--- config.mk ---
export PLATFORM = sky130hd
export DESIGN_NAME = mc_control_flat
export DESIGN_NICKNAME = d
export VERILOG_FILES = /design/src/rtl/mc_control_if.sv /design/src/rtl/mc_control.sv /design/src/flat_wrapper.sv
export SDC_FILE = /design/constraint.sdc
export NUM_CORES = 1
export LEC_CHECK = 0
export ABC_AREA = 1
export CAP_MARGIN = 40
export CORE_MARGIN = 3
export CORE_UTILIZATION = 66
export CTS_BUF_LIST = sky130_fd_sc_hd__clkbuf_16
export DETAILED_ROUTE_END_ITERATION = 10
export DONT_BUFFER_PORTS = 1
export GPL_ROUTABILITY_DRIVEN = 1
export PLACE_DENSITY = 0.89
export REMOVE_ABC_BUFFERS = 1
export SYNTH_ARGS = -nofsm -noshare
export SYNTH_HDL_FRONTEND = slang
export SYNTH_SLANG_ARGS = --single-unit
--- constraint.sdc ---
create_clock -name clk -period 3.3 [get_ports clk]
set_clock_uncertainty 0.05 [all_clocks]
set_input_delay 0.33 -clock clk [delete_from_list [all_inputs] [get_ports clk]]
set_output_delay 0.33 -clock clk [all_outputs]
set_load 0.01 [all_outputs]
--- src/rtl/mc_control_if.sv ---
// rtl/mc_control_if.sv - control/datapath signal bundle for the multicycle MIPS controller
interface mc_control_if;
  logic [5:0] op;
  logic       zero;
  logic       memrdy;
  logic       memread;
  logic       memwrite;
  logic       iord;
  logic [3:0] irwrite;
  logic       pcen;
  logic [1:0] pcsource;
  logic       alusrca;
  logic [1:0] alusrcb;
  logic [1:0] aluop;
  logic       regwrite;
  logic       regdst;
  logic       memtoreg;
  logic       illegal;
  logic [3:0] state;

  modport master (
    input  op, zero, memrdy,
    output memread, memwrite, iord, irwrite, pcen, pcsource, alusrca,
           alusrcb, aluop, regwrite, regdst, memtoreg, illegal, state
  );

  modport slave (
    output op, zero, memrdy,
    input  memread, memwrite, iord, irwrite, pcen, pcsource, alusrca,
           alusrcb, aluop, regwrite, regdst, memtoreg, illegal, state
  );
endinterface

--- src/rtl/mc_control.sv ---
// rtl/mc_control.sv - multicycle control FSM for the 8-bit MIPS datapath
// Optional ADDI support: define MC_CONTROL_ADDI_EN.
module mc_control #(
  parameter int FETCH_BYTES = 4
) (
  input  logic         clk,
  input  logic         reset_n,
  mc_control_if.master bus
);

  typedef enum logic [3:0] {
    S_FETCH1  = 4'd0,  S_FETCH2  = 4'd1,  S_FETCH3  = 4'd2,  S_FETCH4 = 4'd3,
    S_DECODE  = 4'd4,  S_MEMADR  = 4'd5,  S_LBRD    = 4'd6,  S_LBWR   = 4'd7,
    S_SBWR    = 4'd8,  S_RTYPEEX = 4'd9,  S_RTYPEWR = 4'd10, S_BEQEX  = 4'd11,
    S_JEX     = 4'd12, S_ADDIEX  = 4'd13, S_ADDIWR  = 4'd14, S_BAD    = 4'd15
  } state_t;

  localparam logic [5:0] OP_LB   = 6'b100000;
  localparam logic [5:0] OP_SB   = 6'b101000;
  localparam logic [5:0] OP_R    = 6'b000000;
  localparam logic [5:0] OP_BEQ  = 6'b000100;
  localparam logic [5:0] OP_J    = 6'b000010;
  localparam logic [5:0] OP_ADDI = 6'b001000;

  localparam state_t S_LAST_FETCH = state_t'(4'(FETCH_BYTES - 1));

  // Moore part of every output, registered alongside the state.
  typedef struct packed {
    logic       mr;
    logic       mw;
    logic       iord;
    logic [3:0] irw;
    logic       fetch;
    logic       beq;
    logic       jex;
    logic       dec;
    logic       bad;
    logic [1:0] pcs;
    logic       asa;
    logic [1:0] asb;
    logic [1:0] aop;
    logic       rw;
    logic       rd;
    logic       m2r;
  } moore_t;

  function automatic moore_t moore(input state_t s);
    moore_t m;
    m = '0;
    case (s)
      S_FETCH1, S_FETCH2, S_FETCH3, S_FETCH4: begin
        m.mr    = 1'b1;
        m.asb   = 2'b01;
        m.fetch = 1'b1;
        m.irw   = 4'b0001 << 2'(s);
      end
      S_DECODE: begin
        m.asb = 2'b11;
        m.dec = 1'b1;
      end
      S_MEMADR: begin
        m.asa = 1'b1;
        m.asb = 2'b10;
      end
      S_LBRD: begin
        m.mr   = 1'b1;
        m.iord = 1'b1;
      end
      S_LBWR: begin
        m.rw  = 1'b1;
        m.m2r = 1'b1;
      end
      S_SBWR: begin
        m.mw   = 1'b1;
        m.iord = 1'b1;
      end
      S_RTYPEEX: begin
        m.asa = 1'b1;
        m.aop = 2'b10;
      end
      S_RTYPEWR: begin
        m.rw = 1'b1;
        m.rd = 1'b1;
      end
      S_BEQEX: begin
        m.asa = 1'b1;
        m.aop = 2'b01;
        m.pcs = 2'b01;
        m.beq = 1'b1;
      end
      S_JEX: begin
        m.pcs = 2'b10;
        m.jex = 1'b1;
      end
`ifdef MC_CONTROL_ADDI_EN
      S_ADDIEX: begin
        m.asa = 1'b1;
        m.asb = 2'b10;
      end
      S_ADDIWR: m.rw = 1'b1;
`endif
      default: m.bad = 1'b1;
    endcase
    return m;
  endfunction

  state_t state_q, state_d;
  moore_t out_q, out_d;
  logic   op_legal;

  always_comb begin
    op_legal = 1'b0;
    case (bus.op)
      OP_LB, OP_SB, OP_R, OP_BEQ, OP_J: op_legal = 1'b1;
`ifdef MC_CONTROL_ADDI_EN
      OP_ADDI: op_legal = 1'b1;
`endif
      default: op_legal = 1'b0;
    endcase
  end

  always_comb begin
    state_d = state_q;
    case (state_q)
      S_FETCH1, S_FETCH2, S_FETCH3, S_FETCH4:
        if (bus.memrdy)
          state_d = (state_q == S_LAST_FETCH) ? S_DECODE : state_t'(state_q + 4'd1);
      S_DECODE: begin
        case (bus.op)
          OP_LB, OP_SB: state_d = S_MEMADR;
          OP_R:         state_d = S_RTYPEEX;
          OP_BEQ:       state_d = S_BEQEX;
          OP_J:         state_d = S_JEX;
`ifdef MC_CONTROL_ADDI_EN
          OP_ADDI:      state_d = S_ADDIEX;
`endif
          default:      state_d = S_FETCH1;
        endcase
      end
      S_MEMADR:  state_d = (bus.op == OP_SB) ? S_SBWR : S_LBRD;
      S_LBRD:    if (bus.memrdy) state_d = S_LBWR;
      S_SBWR:    if (bus.memrdy) state_d = S_FETCH1;
      S_RTYPEEX: state_d = S_RTYPEWR;
`ifdef MC_CONTROL_ADDI_EN
      S_ADDIEX:  state_d = S_ADDIWR;
`endif
      default:   state_d = S_FETCH1;
    endcase
    out_d = moore(state_d);
  end

  always_ff @(posedge clk) begin
    if (!reset_n) begin
      state_q <= S_FETCH1;
      out_q   <= moore(S_FETCH1);
    end else begin
      state_q <= state_d;
      out_q   <= out_d;
    end
  end

  // Strobes are masked by reset so nothing fires while the unit is held.
  assign bus.memread  = reset_n & out_q.mr;
  assign bus.memwrite = reset_n & out_q.mw;
  assign bus.irwrite  = (reset_n & bus.memrdy) ? out_q.irw : 4'b0000;
  assign bus.pcen     = reset_n & ((out_q.fetch & bus.memrdy) | (out_q.beq & bus.zero) | out_q.jex);
  assign bus.regwrite = reset_n & out_q.rw;
  assign bus.illegal  = reset_n & (out_q.bad | (out_q.dec & ~op_legal));
  assign bus.iord     = out_q.iord;
  assign bus.pcsource = out_q.pcs;
  assign bus.alusrca  = out_q.asa;
  assign bus.alusrcb  = out_q.asb;
  assign bus.aluop    = out_q.aop;
  assign bus.regdst   = out_q.rd;
  assign bus.memtoreg = out_q.m2r;
  assign bus.state    = state_q;

endmodule

--- src/flat_wrapper.sv ---
// flat-port wrapper written by rule: the top's interface ports become plain ports
module mc_control_flat 
#(
  parameter int FETCH_BYTES = 4
)
  (clk, reset_n, bus_op, bus_zero, bus_memrdy, bus_memread, bus_memwrite, bus_iord, bus_irwrite, bus_pcen, bus_pcsource, bus_alusrca, bus_alusrcb, bus_aluop, bus_regwrite, bus_regdst, bus_memtoreg, bus_illegal, bus_state);
  mc_control_if bus_i ();
  input  logic clk;
  input  logic reset_n;
  input wire logic [$bits(bus_i.op)-1:0] bus_op;
  input wire logic [$bits(bus_i.zero)-1:0] bus_zero;
  input wire logic [$bits(bus_i.memrdy)-1:0] bus_memrdy;
  output wire logic [$bits(bus_i.memread)-1:0] bus_memread;
  output wire logic [$bits(bus_i.memwrite)-1:0] bus_memwrite;
  output wire logic [$bits(bus_i.iord)-1:0] bus_iord;
  output wire logic [$bits(bus_i.irwrite)-1:0] bus_irwrite;
  output wire logic [$bits(bus_i.pcen)-1:0] bus_pcen;
  output wire logic [$bits(bus_i.pcsource)-1:0] bus_pcsource;
  output wire logic [$bits(bus_i.alusrca)-1:0] bus_alusrca;
  output wire logic [$bits(bus_i.alusrcb)-1:0] bus_alusrcb;
  output wire logic [$bits(bus_i.aluop)-1:0] bus_aluop;
  output wire logic [$bits(bus_i.regwrite)-1:0] bus_regwrite;
  output wire logic [$bits(bus_i.regdst)-1:0] bus_regdst;
  output wire logic [$bits(bus_i.memtoreg)-1:0] bus_memtoreg;
  output wire logic [$bits(bus_i.illegal)-1:0] bus_illegal;
  output wire logic [$bits(bus_i.state)-1:0] bus_state;
  assign bus_i.op = bus_op;
  assign bus_i.zero = bus_zero;
  assign bus_i.memrdy = bus_memrdy;
  assign bus_memread = bus_i.memread;
  assign bus_memwrite = bus_i.memwrite;
  assign bus_iord = bus_i.iord;
  assign bus_irwrite = bus_i.irwrite;
  assign bus_pcen = bus_i.pcen;
  assign bus_pcsource = bus_i.pcsource;
  assign bus_alusrca = bus_i.alusrca;
  assign bus_alusrcb = bus_i.alusrcb;
  assign bus_aluop = bus_i.aluop;
  assign bus_regwrite = bus_i.regwrite;
  assign bus_regdst = bus_i.regdst;
  assign bus_memtoreg = bus_i.memtoreg;
  assign bus_illegal = bus_i.illegal;
  assign bus_state = bus_i.state;
  mc_control #(.FETCH_BYTES(FETCH_BYTES)) u_core (.clk(clk), .reset_n(reset_n), .bus(bus_i));
endmodule
# After elaboration in Yosys (flattened, before gate mapping)
# Index checks and enable logic that the tools add are counted.
[word_totals]
reg_bits = 26
inputBits = 10
word_cells = 94
[classes]
addsub = 1
eq_ne = 24
n_shift = 1
mux = 24
bitwise_logic = 13
reduce_logical = 13
[op_table]
columns = ["op", "count"]
rows = [
  ["4-bit by 3-bit equality test with 1-bit output, second input constant", 7],
  ["4-bit equality test, second input constant", 7],
  ["4-bit 2-to-1 mux", 6],
  ["4-bit one-hot mux with 6 select lines", 1],
  ["4-bit by 2-bit equality test with 1-bit output, second input constant", 4],
  ["4-bit one-hot mux with 4 select lines", 1],
  ["13-bit OR reduction", 1],
  ["6-bit equality test, second input constant", 2],
  ["1-bit 2-to-1 mux", 12],
  ["5-bit OR reduction", 2],
  ["1-bit bitwise AND", 9],
  ["4-bit by 1-bit equality test with 1-bit output, second input constant", 2],
  ["4-bit zero test", 2],
  ["2-bit one-hot mux with 2 select lines", 2],
  ["4-bit OR reduction", 2],
  ["6-bit by 2-bit equality test with 1-bit output, second input constant", 1],
  ["6-bit by 3-bit equality test with 1-bit output, second input constant", 1],
  ["6-bit zero test", 1],
  ["2-bit one-hot mux with 3 select lines", 1],
  ["2-bit OR reduction", 3],
  ["4-bit by 1-bit adder with 4-bit output, second input constant", 1],
  ["1-bit by 2-bit left shift with 4-bit output, first input constant", 1],
  ["1-bit OR", 3],
  ["3-bit OR reduction", 1],
  ["3 further kinds", 3],
]

# Longest topological paths before layout
[depth]
depth_word = 7
ltp_mapped = 13

# Least setup slack after synthesis
# OpenSTA, ideal clock, no wires.
[synth_path]
kind = "register -> register"
start = "register u_core.state_q[0] (netlist: u_core.bus.state[0])"
end = "register u_core.out_q[11] (netlist name)"
t_arrival_ps = 1485
required_ps = 3186
path_slack_ps = 1701
stages_incl_launch_ff = 12
n_path_buf = 0
period_less_slack_ps = 1599
path_cell_list = "dfxtp_1 inv_1 ha_1 nand3_1 nor2_1 nor2_1 nand2_1 nand2_2 nand2_4 nor2_2 nand2_1 nor2_1"
[synth_between]
elab_chain_cells = 6
elab_cells_between_ends = 18
[synth_rtl]
columns = ["element", "line", "text"]
rows = [
  ["start: declaration", "mc_control.sv:107", "state_t state_q, state_d;"],
  ["start signal: assignment", "mc_control.sv:157", "state_q <= state_d;"],
  ["4-bit by 1-bit adder with 4-bit output / 4-bit by 2-bit equality test with 1-bit output (equally long branches)", "mc_control.sv:127, mc_control.sv:124", ""],
  ["4-bit 2-to-1 mux", "mc_control.sv:127", "state_d = (state_q == S_LAST_FETCH) ? S_DECODE : state_t'(state_q + 4'd1);"],
  ["4-bit 2-to-1 mux", "mc_control.sv:126", "if (bus.memrdy)"],
  ["4-bit one-hot mux with 6 select lines *", "mc_control.sv:124", "case (state_q)"],
  ["4-bit by 3-bit equality test with 1-bit output *", "mc_control.sv:50", "case (s)"],
  ["1-bit 2-to-1 mux *", "mc_control.sv:50", ""],
  ["end signal: assignment", "mc_control.sv:155", "out_q <= moore(S_FETCH1);"],
  ["end signal: assignment", "mc_control.sv:158", "out_q <= out_d;"],
  ["end: declaration", "mc_control.sv:108", "moore_t out_q, out_d;"],
]
# Every way passes the cells marked *; elsewhere a longest branch is shown, timed or not.
# A chain may end at the register's enable or synchronous reset.

# Final worst setup path
# Ends and elaborated chain as after synthesis.

==> out/metrics.cfg <==
[yosys]
postSynthCellCount = 193
ys_seq_area_share_pct = 39.5
synthDistinctLibCells = 21
ys_ff_latch = 26
syn_area_per_cell_um2 = 6.83
netlist_top_cells_area = dfxtp_1, nand2_1, nor2_1, inv_1, nand3_1
synth-simple-area-share_pct = 39.2
synthArstFlopShare_pct = 0
syn_area_um2 = 1320
netlist_top_cells_count = nand2_1, nor2_1, inv_1
synth-xor-area-share_pct = 0
synth_compound_area_share_pct = 2.18
synth_top_family_by_area = simple AND/OR/NAND/NOR gates
synth.area.mux_share_pct = 0
yosys.area.top_type = dfxtp_1
synth.most_common_cell = nand2_1
synth_ff_type = dfxtp_1
synthAdderAreaFrac_pct = 3.80
synth_top_area_share_pct = 39.5
synth_warnings = 0
synth_edf_count = 0

[clocking]
numCtsBuffers = 3
cts_tree = done
cts_setup_buffers = 0
post_cts_resized = 0
clk_latency_ns = 0.26
cts_root_buf = clkbuf_16
cts.clk_slew.worst_paths_ns = 0.06
cts.sinks = 26
htreeDepth = 1
clock_path_buffers = 2
holdBufCountCts = 0

[global_route]
grt_usage_pct = 23.7
grt_pass1_vias = 1102
overflow = 0
grt_antenna_before_repair = 0
grt_start_max_net_pins = 15
grt_pass1_wl_um = 4570

[pwr]
power.density_nw_per_um2 = 522
p_leak_nw = 0.732
irDropWorstVdd_mv = 0.470

[finish]
antenna_cells = 0
multi_input_area_um2 = 596
syn2layout_area_growth_pct = 3.79
fin_cells = 214
final_nets = 204
regArea_um2 = 520
drive_gt1_share_pct = 13.8
postLayoutCoreUtil_pct = 76.0
n_fill_cell = 138
stdcell_area_um2 = 1370

[setup_path]
rr_worst_depth = 9
cp_data_arrival_time_ns = 2.05
end_kind = register
r2r_slack_ns = 1.39
critPathLaunchType = register
required_ns = 3.44
crit_path_max_fanout = 6
r2r_end = u_core.out_q[11]
reg2reg_from = u_core.bus.state[0]
worst-setup-path-type = reg2reg

[detailed_routing]
wl_um = 2680
vias = 1110
top_layer = met4
wl_per_cell_um = 12.5
first_pass_iters = 4
wl_met1_um = 1050
wl_met2_um = 1350
vias_per_cell = 5.19
drtIter0Drc = 18
wl_met3_um = 245
drtAntennaViolNets = 0
drc = 0

[floorplanning]
row_count = 15
core-area_um2 = 1800
die_x_um = 50.7
die_h_um = 50.7
io_pins = 33
initial_core_util_pct = 73.2
dieArea_um2 = 2570

[place]
port_buffers = 0
dp_cells = 210
hpwl_um = 2000
gp_congestion = 0.844
placed_area_um2 = 1290

[sta]
max_freq_mhz = 523
finalMaxSlewViolations = 0
tightestPinTransition_ns = 0.255
period_needed_ns = 1.91
period_share_pct = 57.9
slew-limit-headroom_pct = 83.0
final_hold_viol_count = 0
finalSetupViolations = 0
grt_setup_unrepaired = no
hold_slack_ns = 0.0913
setup_tns_ns = 0

[worst_hold_path]
hp-start = reset_n
holdPathEnd = u_core.out_q[15]
hp-class = in2reg
hold_depth = 1

[flow_run]
maxCapViolations = 0

[status]
outcome = complete, no violations

-- worst max-delay path, stage by stage, from the launching register on --
cell and delay, ns:
dfxtp_1 0.46, inv_1 0.10, ha_1 0.23, nand3_1 0.12, inv_2 0.06, a21oi_1 0.14, nand4_1 0.22, nor2_2 0.27
nand2_1 0.10, nor2_1 0.09
-- layout make-up --
cell class,instances,share of cell area (%)
Clock buffer,3,5.48
Clock inverter,1,0.274
Multi-Input combinational cell,121,43.5
Inverter,38,10.4
Sequential cell,26,38.0
Tap cell,25,2.29
-- placed cells by master, fill, tap and decap left out, types with 2 or more instances in the layout --
master,instances
clkbuf_16,3
inv_1,33
nand2_2,5
dfxtp_1,26
inv_2,5
nor2_4,3
nor2_2,9
ha_1,4
nor2_1,35
nand2_1,38
a21oi_1,2
nand4_1,3
nand3_1,16
-- registers in the layout, summed over array words and instances (netlist names) --
signal / flops
u_core.out_q: 12
u_core.bus.aluop: 2
u_core.bus.pcsource: 2
u_core.bus.alusrca: 1
u_core.bus.alusrcb: 2
u_core.bus.state: 4
u_core.bus.iord: 1
u_core.bus.regdst: 1
u_core.bus.memtoreg: 1
-- layer usage --
metal	track usage, %	up-vias
li1	-	560
met1	25.5	495
met2	43.5	49
met3	7.12	6
met4	8.07	0
met5	0	-
-- worst max-delay path by stage --
stage / startpoint / end / slack (ns) / cells after the start
4_1_cts: u_core.bus.state[0] / u_core.out_q[11] / 1.40 / 9
3_3_place_gp: u_core.bus.state[0] / u_core.out_q[11] / 1.50 / 9
3_5_place_dp: u_core.bus.state[0] / u_core.out_q[11] / 1.44 / 9
6_report: u_core.bus.state[0] / u_core.out_q[11] / 1.39 / 9
2_1_floorplan: u_core.bus.state[0] / u_core.out_q[11] / 1.70 / 11
5_1_grt: u_core.bus.state[0] / u_core.out_q[12] / 1.15 / 9
-- through the flow --
stage                     setup WS [ns]  power, mW
after floorplan                    1.70      0.435
after global placement             1.50      0.453
after detailed placement           1.44      0.458
after CTS                          1.40      0.717
after global routing               1.15      0.746
final                              1.39      0.714
-- report_power, final --
group / switching [mW] / total [mW] / leakage [nW] / internal (mW)
Combinational: 0.0818 / 0.118 / 0.483 / 0.0363
Clock: 0.0970 / 0.259 / 0.0385 / 0.162
Sequential: 0.0104 / 0.337 / 0.211 / 0.327
-- kinds of logic after synthesis --
group | Yosys count
buf+inv | 46
fa+ha+maj | 4
compound gates | 5
simple gates | 112
flops | 26
Note: power is estimated with default switching activity, not from simulation.
